<file path="src/rtl/rtype_pkg.sv">
// Shared types and encodings for the R-type issue controller.
// Optional feature macro: LOAD_UPPER_EN (lui support).
package rtype_pkg;

  typedef enum logic [1:0] {
    IDLE,
    DEC,
    EXE,
    WB
  } state_t;

  localparam logic [5:0] OP_RTYPE = 6'h00;
  localparam logic [5:0] OP_LUI   = 6'h0F;

  localparam logic [5:0] FUNCT_ADD = 6'h20;
  localparam logic [5:0] FUNCT_SUB = 6'h22;
  localparam logic [5:0] FUNCT_AND = 6'h24;
  localparam logic [5:0] FUNCT_OR  = 6'h25;
  localparam logic [5:0] FUNCT_SLT = 6'h2A;

  localparam logic [2:0] ALU_AND = 3'b000;
  localparam logic [2:0] ALU_OR  = 3'b001;
  localparam logic [2:0] ALU_ADD = 3'b010;
  localparam logic [2:0] ALU_SUB = 3'b110;
  localparam logic [2:0] ALU_SLT = 3'b111;

endpackage

</file>
<file path="src/rtl/rtype_decode.sv">
// Combinational decode of one instruction word into fields and legality.
// LOAD_UPPER_EN makes op 0x0F (lui) a legal instruction.
module rtype_decode
  import rtype_pkg::*;
#(
  parameter int AW = 5,
  parameter int CW = 3
) (
  input  logic [31:0]   instr,
  output logic [AW-1:0] rs,
  output logic [AW-1:0] rt,
  output logic [AW-1:0] rd,
  output logic [CW-1:0] alu_ctrl,
  output logic          is_lui,
  output logic          legal
);

  logic [5:0] op;
  logic [5:0] funct;
  logic       unused_shamt;

  assign op    = instr[31:26];
  assign funct = instr[5:0];
  assign rs    = instr[25:21];
  assign rt    = instr[20:16];
  assign rd    = instr[15:11];

  // shift amount has no meaning for the supported ops
  assign unused_shamt = ^instr[10:6];

  // map opcode/funct to an ALU operation and legality flag
  always_comb begin
    alu_ctrl = '0;
    is_lui   = 1'b0;
    legal    = 1'b0;
    unique case (1'b1)
      (op == OP_RTYPE): begin
        case (funct)
          FUNCT_ADD: begin alu_ctrl = ALU_ADD; legal = 1'b1; end
          FUNCT_SUB: begin alu_ctrl = ALU_SUB; legal = 1'b1; end
          FUNCT_AND: begin alu_ctrl = ALU_AND; legal = 1'b1; end
          FUNCT_OR:  begin alu_ctrl = ALU_OR;  legal = 1'b1; end
          FUNCT_SLT: begin alu_ctrl = ALU_SLT; legal = 1'b1; end
          default:   ;
        endcase
      end
`ifdef LOAD_UPPER_EN
      (op == OP_LUI): begin
        is_lui = 1'b1;
        legal  = 1'b1;
      end
`endif
      default: ;
    endcase
  end

endmodule

</file>
<file path="src/rtl/rtype_issue_ctrl.sv">
// Issue/writeback controller driving a regfile+ALU processing unit.
// LOAD_UPPER_EN (in rtype_decode) enables the two-cycle lui path.
module rtype_issue_ctrl
  import rtype_pkg::*;
#(
  parameter int DW = 32,
  parameter int AW = 5,
  parameter int CW = 3
) (
  input  logic          clk,
  input  logic          clr,
  input  logic          instr_valid,
  output logic          instr_ready,
  input  logic [31:0]   instr,
  output logic [AW-1:0] readreg1,
  output logic [AW-1:0] readreg2,
  output logic [AW-1:0] writereg,
  output logic [CW-1:0] alu_ctrl,
  output logic          regwrite,
  output logic [DW-1:0] data,
  input  logic [DW-1:0] result,
  output logic          illegal,
  output logic          illegal_seen
);

  state_t        state;
  logic [AW-1:0] rd_q;
  logic [15:0]   imm_q;
  logic          lui_q;
  logic          legal_q;

  logic [AW-1:0] dec_rs;
  logic [AW-1:0] dec_rt;
  logic [AW-1:0] dec_rd;
  logic [CW-1:0] dec_alu;
  logic          dec_lui;
  logic          dec_legal;
  logic          accept;

  assign accept = instr_valid && instr_ready;

  rtype_decode #(
    .AW(AW),
    .CW(CW)
  ) u_decode (
    .instr    (instr),
    .rs       (dec_rs),
    .rt       (dec_rt),
    .rd       (dec_rd),
    .alu_ctrl (dec_alu),
    .is_lui   (dec_lui),
    .legal    (dec_legal)
  );

  // single-issue FSM with all outputs registered
  always_ff @(posedge clk or posedge clr) begin
    if (clr) begin
      state        <= IDLE;
      instr_ready  <= 1'b0;
      readreg1     <= '0;
      readreg2     <= '0;
      writereg     <= '0;
      alu_ctrl     <= '0;
      regwrite     <= 1'b0;
      data         <= '0;
      illegal      <= 1'b0;
      illegal_seen <= 1'b0;
      rd_q         <= '0;
      imm_q        <= '0;
      lui_q        <= 1'b0;
      legal_q      <= 1'b0;
    end else begin
      regwrite <= 1'b0;
      illegal  <= 1'b0;
      case (state)
        IDLE: begin
          if (accept) begin
            state       <= DEC;
            instr_ready <= 1'b0;
            readreg1    <= dec_rs;
            readreg2    <= dec_rt;
            alu_ctrl    <= dec_alu;
            rd_q        <= dec_rd;
            imm_q       <= instr[15:0];
            lui_q       <= dec_lui;
            legal_q     <= dec_legal;
          end else begin
            instr_ready <= 1'b1;
          end
        end
        DEC: begin
          if (!legal_q) begin
            illegal      <= 1'b1;
            illegal_seen <= 1'b1;
            instr_ready  <= 1'b1;
            state        <= IDLE;
          end else if (lui_q) begin
            data     <= {imm_q, {(DW-16){1'b0}}};
            writereg <= readreg2;
            regwrite <= 1'b1;
            state    <= WB;
          end else begin
            state <= EXE;
          end
        end
        EXE: begin
          data     <= result;
          writereg <= rd_q;
          regwrite <= 1'b1;
          state    <= WB;
        end
        WB: begin
          instr_ready <= 1'b1;
          state       <= IDLE;
        end
        default: state <= IDLE;
      endcase
    end
  end

endmodule

</file>
<file path="config.mk">
export PLATFORM = sky130hd
export DESIGN_NAME = rtype_issue_ctrl
export DESIGN_NICKNAME = d
export VERILOG_FILES = /design/src/rtl/rtype_pkg.sv /design/src/rtl/rtype_decode.sv /design/src/rtl/rtype_issue_ctrl.sv
export SDC_FILE = /design/constraint.sdc
export NUM_CORES = 1
export LEC_CHECK = 0
export CORE_MARGIN = 5
export CORE_UTILIZATION = 40
export DETAILED_ROUTE_END_ITERATION = 8
export PLACE_DENSITY = 0.8
export REMOVE_ABC_BUFFERS = 1
export SETUP_SLACK_MARGIN = 0.2
export SLEW_MARGIN = 20
export SYNTH_ARGS = -nofsm -noshare
export SYNTH_HDL_FRONTEND = slang
export SYNTH_SLANG_ARGS = --single-unit
</file>
<file path="constraint.sdc">
create_clock -name clk -period 2.6 [get_ports clk]
set_input_delay 0.78 -clock clk [delete_from_list [all_inputs] [get_ports clk]]
set_output_delay 0.78 -clock clk [all_outputs]
set_load 0.1 [all_outputs]
</file>
**Yosys cells after proc, flatten, opt, wreduce, memory -nomap -nowiden**

Index checks and enable logic that the tools add are counted.

- Flip-flop bits (word level): 62
- Latch bits: 0
- RAM bits: 0
- ROM bits: 0
- Output and inout port bits: 54
- Word-level logic and storage cells: 50
- Memories kept: 0

- Add/subtract/negate cells: 0
- Multiply operators: 0
- Div/mod/pow operators: 0
- Magnitude comparators: 0
- Equal/unequal tests: 11
- Shift-type cells: 0
- Muxes and demuxes: 15
- Bitwise logic cells: 2
- Reductions and logical operators: 10

Operator list:

| operator | count |
|---|---|
| 32-bit 2-to-1 mux | 1 |
| 6-bit equality test (second input constant) | 5 |
| 3-bit case mux with 4 select lines | 1 |
| 2-bit case mux with 4 select lines | 1 |
| 1-bit 2-to-1 mux | 7 |
| 6-bit logical NOT | 1 |
| 2-bit != test (second input constant) | 3 |
| 2-bit AND reduction | 3 |
| 5-bit 2-to-1 mux | 1 |
| 5-bit OR reduction | 1 |
| 2-bit equality test (second input constant) | 2 |
| 2-bit 2-to-1 mux | 2 |
| 3-bit 2-to-1 mux | 1 |
| 1-bit case mux with 3 select lines | 1 |
| 3-bit AND reduction | 1 |
| 3-bit nonzero test | 1 |
| 2-bit by 1-bit equality test with 1-bit output (second input constant) | 1 |
| 2-bit logical NOT | 1 |
| 1-bit inverter | 2 |
| 2-bit nonzero test | 1 |
| 1-bit logical AND | 1 |

**Longest topological paths before layout**

- Depth in word-level cells: 4
- Mapped depth: 5
- Mapped depth without buffers: 3

**By module**

From an unflattened synthesis, not the netlist that was laid out.

- Cells, all modules: 272
- Area total of the unflattened synthesis: 3688.5 um^2

Modules (own cells, without submodules):

| module | times used | cells an instance | area each (um^2) |
|---|---|---|---|
| rtype_issue_ctrl | 1 | 243 | 3463.3 |
| rtype_decode | 1 | 29 | 225.2 |

**Worst setup path after synthesis**

Ideal clock, no wire load.

- Kind: register to register
- From: register instr_ready
- To: register readreg1[0]
- Data arrival time: 1711 ps
- Path slack: 763 ps
- Stages on the path, launching flop included: 5
- Path buffers: 2
- Clock period less this slack: 1837 ps
- Cell sequence: dfrtp_1 > nand4bb_1 > buf_2 > buf_6 > mux2_4

- Word-level cells in the longest chain between the ends: 2

Ends and longest elaborated chain:

| what | line | text |
|---|---|---|
| start, declared | rtype_issue_ctrl.sv:13 | `output logic instr_ready,` |
| start signal, assigned | rtype_issue_ctrl.sv:59 | `instr_ready <= 1'b0;` |
| start signal, assigned | rtype_issue_ctrl.sv:79 | `instr_ready <= 1'b0;` |
| start signal, assigned | rtype_issue_ctrl.sv:88 | `instr_ready <= 1'b1;` |
| 1-bit logical AND | rtype_issue_ctrl.sv:40 | `assign accept = instr_valid && instr_ready;` |
| 2-bit AND reduction (no line) | -- |  |
| end signal, assigned | rtype_issue_ctrl.sv:80 | `readreg1 <= dec_rs;` |
| end, declared | rtype_issue_ctrl.sv:15 | `output logic [AW-1:0] readreg1,` |

Every way passes these cells.
A chain may end at the register's enable or synchronous reset.

**Worst setup path in the final report**

- From: register instr_ready
- To: output instr_ready

No word-level cell between the ends.

==> results.py <==
metrics = {
    "run_status": {
        "outcome": "completed",
    },
    "worst_setup_path": {
        "r2r_end": "data[6]",
        "path_class": "reg -> out",
        "cp.depth": 1,
        "cp_num_buf_inv": 1,
        "worstRegToRegCells": 3,
        "slowest_stage": "dfrtp_1",
        "cpPeakStageDelay_ns": 0.39,
        "r2r_slack_ns": 1.03,
        "cp.required_ns": 1.82,
        "cp_max_fo": 4,
        "worstReg2RegStart": "state[0]",
        "crit_chain": "buf_4",
        "cp-end-kind": "primary output",
        "setup.worst_path.start_class": "flip-flop",
        "cp.arrival_ns": 1.02,
        "cpLargestDelayFamily": "flip-flops",
    },
    "timing": {
        "final.period_utilization": 0.694,
        "max_freq_ghz": 0.554,
        "setup-violations-final": 0,
        "tightest_slew_ns": 0.474,
        "fin_skew_ns": 0.00394,
        "finalHoldViolations": 0,
        "slew_headroom": 0.683,
        "rsz0062_at_grt": "false",
        "holdWs_ns": 0.476,
        "slew_viol_final": 0,
        "min_period_ns": 1.80,
    },
    "power_and_ir_drop": {
        "power.switching_mw": 1.01,
        "p_seq_frac": 0.400,
        "clockPowerShare": 0.268,
        "ir_drop_mv": 0.676,
        "p_int_mw": 1.75,
        "switching_share": 0.367,
        "comb_power_share": 0.332,
        "power_density_nw_per_um2": 740,
        "leakagePower_nw": 1.85,
        "power_mw": 2.76,
    },
    "detailed_routing": {
        "viasPerCell": 4.78,
        "num_vias": 1679,
        "drtIter0Drc": 31,
        "wl_per_cell_um": 15.0,
        "dr.pass1.iters": 2,
        "wl_um": 5270,
        "ant_nets": 0,
        "drc": 0,
    },
    "floorplan": {
        "initial_utilization": 0.411,
        "rows": 28,
        "coreArea_sq_um": 5920,
        "die_y_um": 88,
        "die_w_um": 88,
        "num_io_pins": 121,
        "die_area_sq_um": 7740,
    },
    "clock_tree": {
        "cts_resized": 0,
        "clk_pin_slew_worst_paths_ns": 0.06,
        "cts_tree": "built",
        "cts_buffers": 9,
        "numClockSinks": 62,
        "worstSkewPairLatency_ns": 0.32,
        "root_buffer": "clkbuf_8",
        "holdBufCountCts": 0,
        "postCtsSetupRepairBufs": 0,
        "htreeDepth": 3,
        "cts_buffer_depth": 2,
    },
    "finish": {
        "layout_common_cells": "62 x dfrtp_1, 61 x clkdlybuf4s50_1, 54 x buf_4",
        "drive_gt1_frac": 0.464,
        "insertedDiodeCount": 0,
        "final_area_sq_um": 3730,
        "syn_to_final_growth_pct": 53.1,
        "mostFrequentLayoutCell": "dfrtp_1",
        "nNetsFinal": 340,
    },
    "logic_synthesis": {
        "seq_area_frac_synth": 0.638,
        "synth-edff-count": 0,
        "async_reset_ff_frac": 1.00,
        "ys_types": 26,
        "netlist_instances": 151,
        "synthFlopType": "dfrtp_1",
        "syn_avg_cell_area_sq_um": 16.1,
        "yosys_warnings": 0,
        "ys_ff_latch": 62,
        "synth_area_sq_um": 2430,
    },
    "placed_design": {
        "numPortBuffers": 115,
        "gp_congestion": 0.739,
        "hpwlAfterDp_um": 3950,
        "placed_area_sq_um": 3550,
    },
    "global_route": {
        "grt_max_degree": 63,
        "grt.total_usage": 0.137,
        "antenna_found_initial": 0,
        "gr-total-overflow": 0,
        "grt_pass1_wl_um": 8000,
        "grt_pass1_vias": 1698,
    },
    "flow_run": {
        "cap_violations": 0,
    },
    "worst_hold_path": {
        "worstHoldPathType": "reg -> reg",
        "min-delay-start": "illegal_seen",
        "hold-path-cell-count": 1,
        "min_to": "illegal_seen",
    },
}
per-stage QoR:
stage / cells / setup TNS [ns] / util / setup WS (ns)
6_report: 351 / 0 / 0.629 / 0.796
5_1_grt: 351 / 0 / 0.629 / 0.723
4_1_cts: 351 / 0 / 0.629 / 0.767
3_5_place_dp: 337 / 0 / 0.600 / 0.464
3_3_place_gp: 337 / 0 / 0.600 / 0.504
2_1_floorplan: 144 / -1.12 / - / -0.0752
worst max-delay path by stage:
stage                           start     endpoint  slack, ns
after floorplan           instr_ready      rd_q[0]      -0.08
after global placement      instr[29]      legal_q       0.50
after detailed placement    instr[29]      legal_q       0.46
after CTS                 instr_ready  instr_ready       0.77
after global routing        instr[29]      legal_q       0.72
final                     instr_ready  instr_ready       0.80
power groups by stage:
stage | logic (mW) | registers, mW | clock network (mW)
6_report | 0.915 | 1.10 | 0.739
5_1_grt | 0.945 | 1.12 | 0.814
4_1_cts | 0.922 | 1.11 | 0.769
3_5_place_dp | 0.923 | 1.12 | 0
3_3_place_gp | 0.912 | 1.12 | 0
2_1_floorplan | 0.149 | 1.63 | 0
cell type report:
| class | count | area [sq um] |
|---|---|---|
| Fill cell | 465 | 2190 |
| Sequential cell | 62 | 1550 |
| Timing Repair Buffer | 118 | 1080 |
| Multi-Input combinational cell | 79 | 820 |
| Clock buffer | 13 | 169 |
| Tap cell | 75 | 93.8 |
| Inverter | 3 | 11.3 |
| Clock inverter | 1 | 5.00 |
metal layers:
layer	track usage	routed length (um)
met1	0.158	2010
met2	0.218	2460
met3	0.0593	708
met4	0.0669	85
met5	0	0
kinds of logic (layout without fill, tap and decap cells):
group,count (synthesis),after routing,share of synthesized area
AO/OA/AOI/OAI,9,9,0.0278
multiplexers,52,52,0.258
buffers and inverters,10,135,0.0278
flip-flops,62,62,0.638
AND/OR/NAND/NOR,18,18,0.0494
synth_stat cells, types with 2 or more instances:
cell type  count  share of area
nor2b_1        2         0.0051
mux2_2        41           0.19
buf_2          3         0.0062
a21oi_1        2         0.0041
mux2_4        11          0.068
dfrtp_1       62           0.64
nand2_1        5         0.0077
buf_6          3          0.014
inv_1          3         0.0046
nor2_1         2         0.0031
o31ai_1        2         0.0062
registers in the layout (all words and copies together) (netlist names), 3 cells and up, named ones only:
| signal | count |
|---|---|
| writereg | 5 |
| alu_ctrl | 3 |
| readreg1 | 5 |
| data | 32 |
| readreg2 | 5 |
| rd_q | 5 |
No activity file was read; power rests on OpenSTA's default activity.
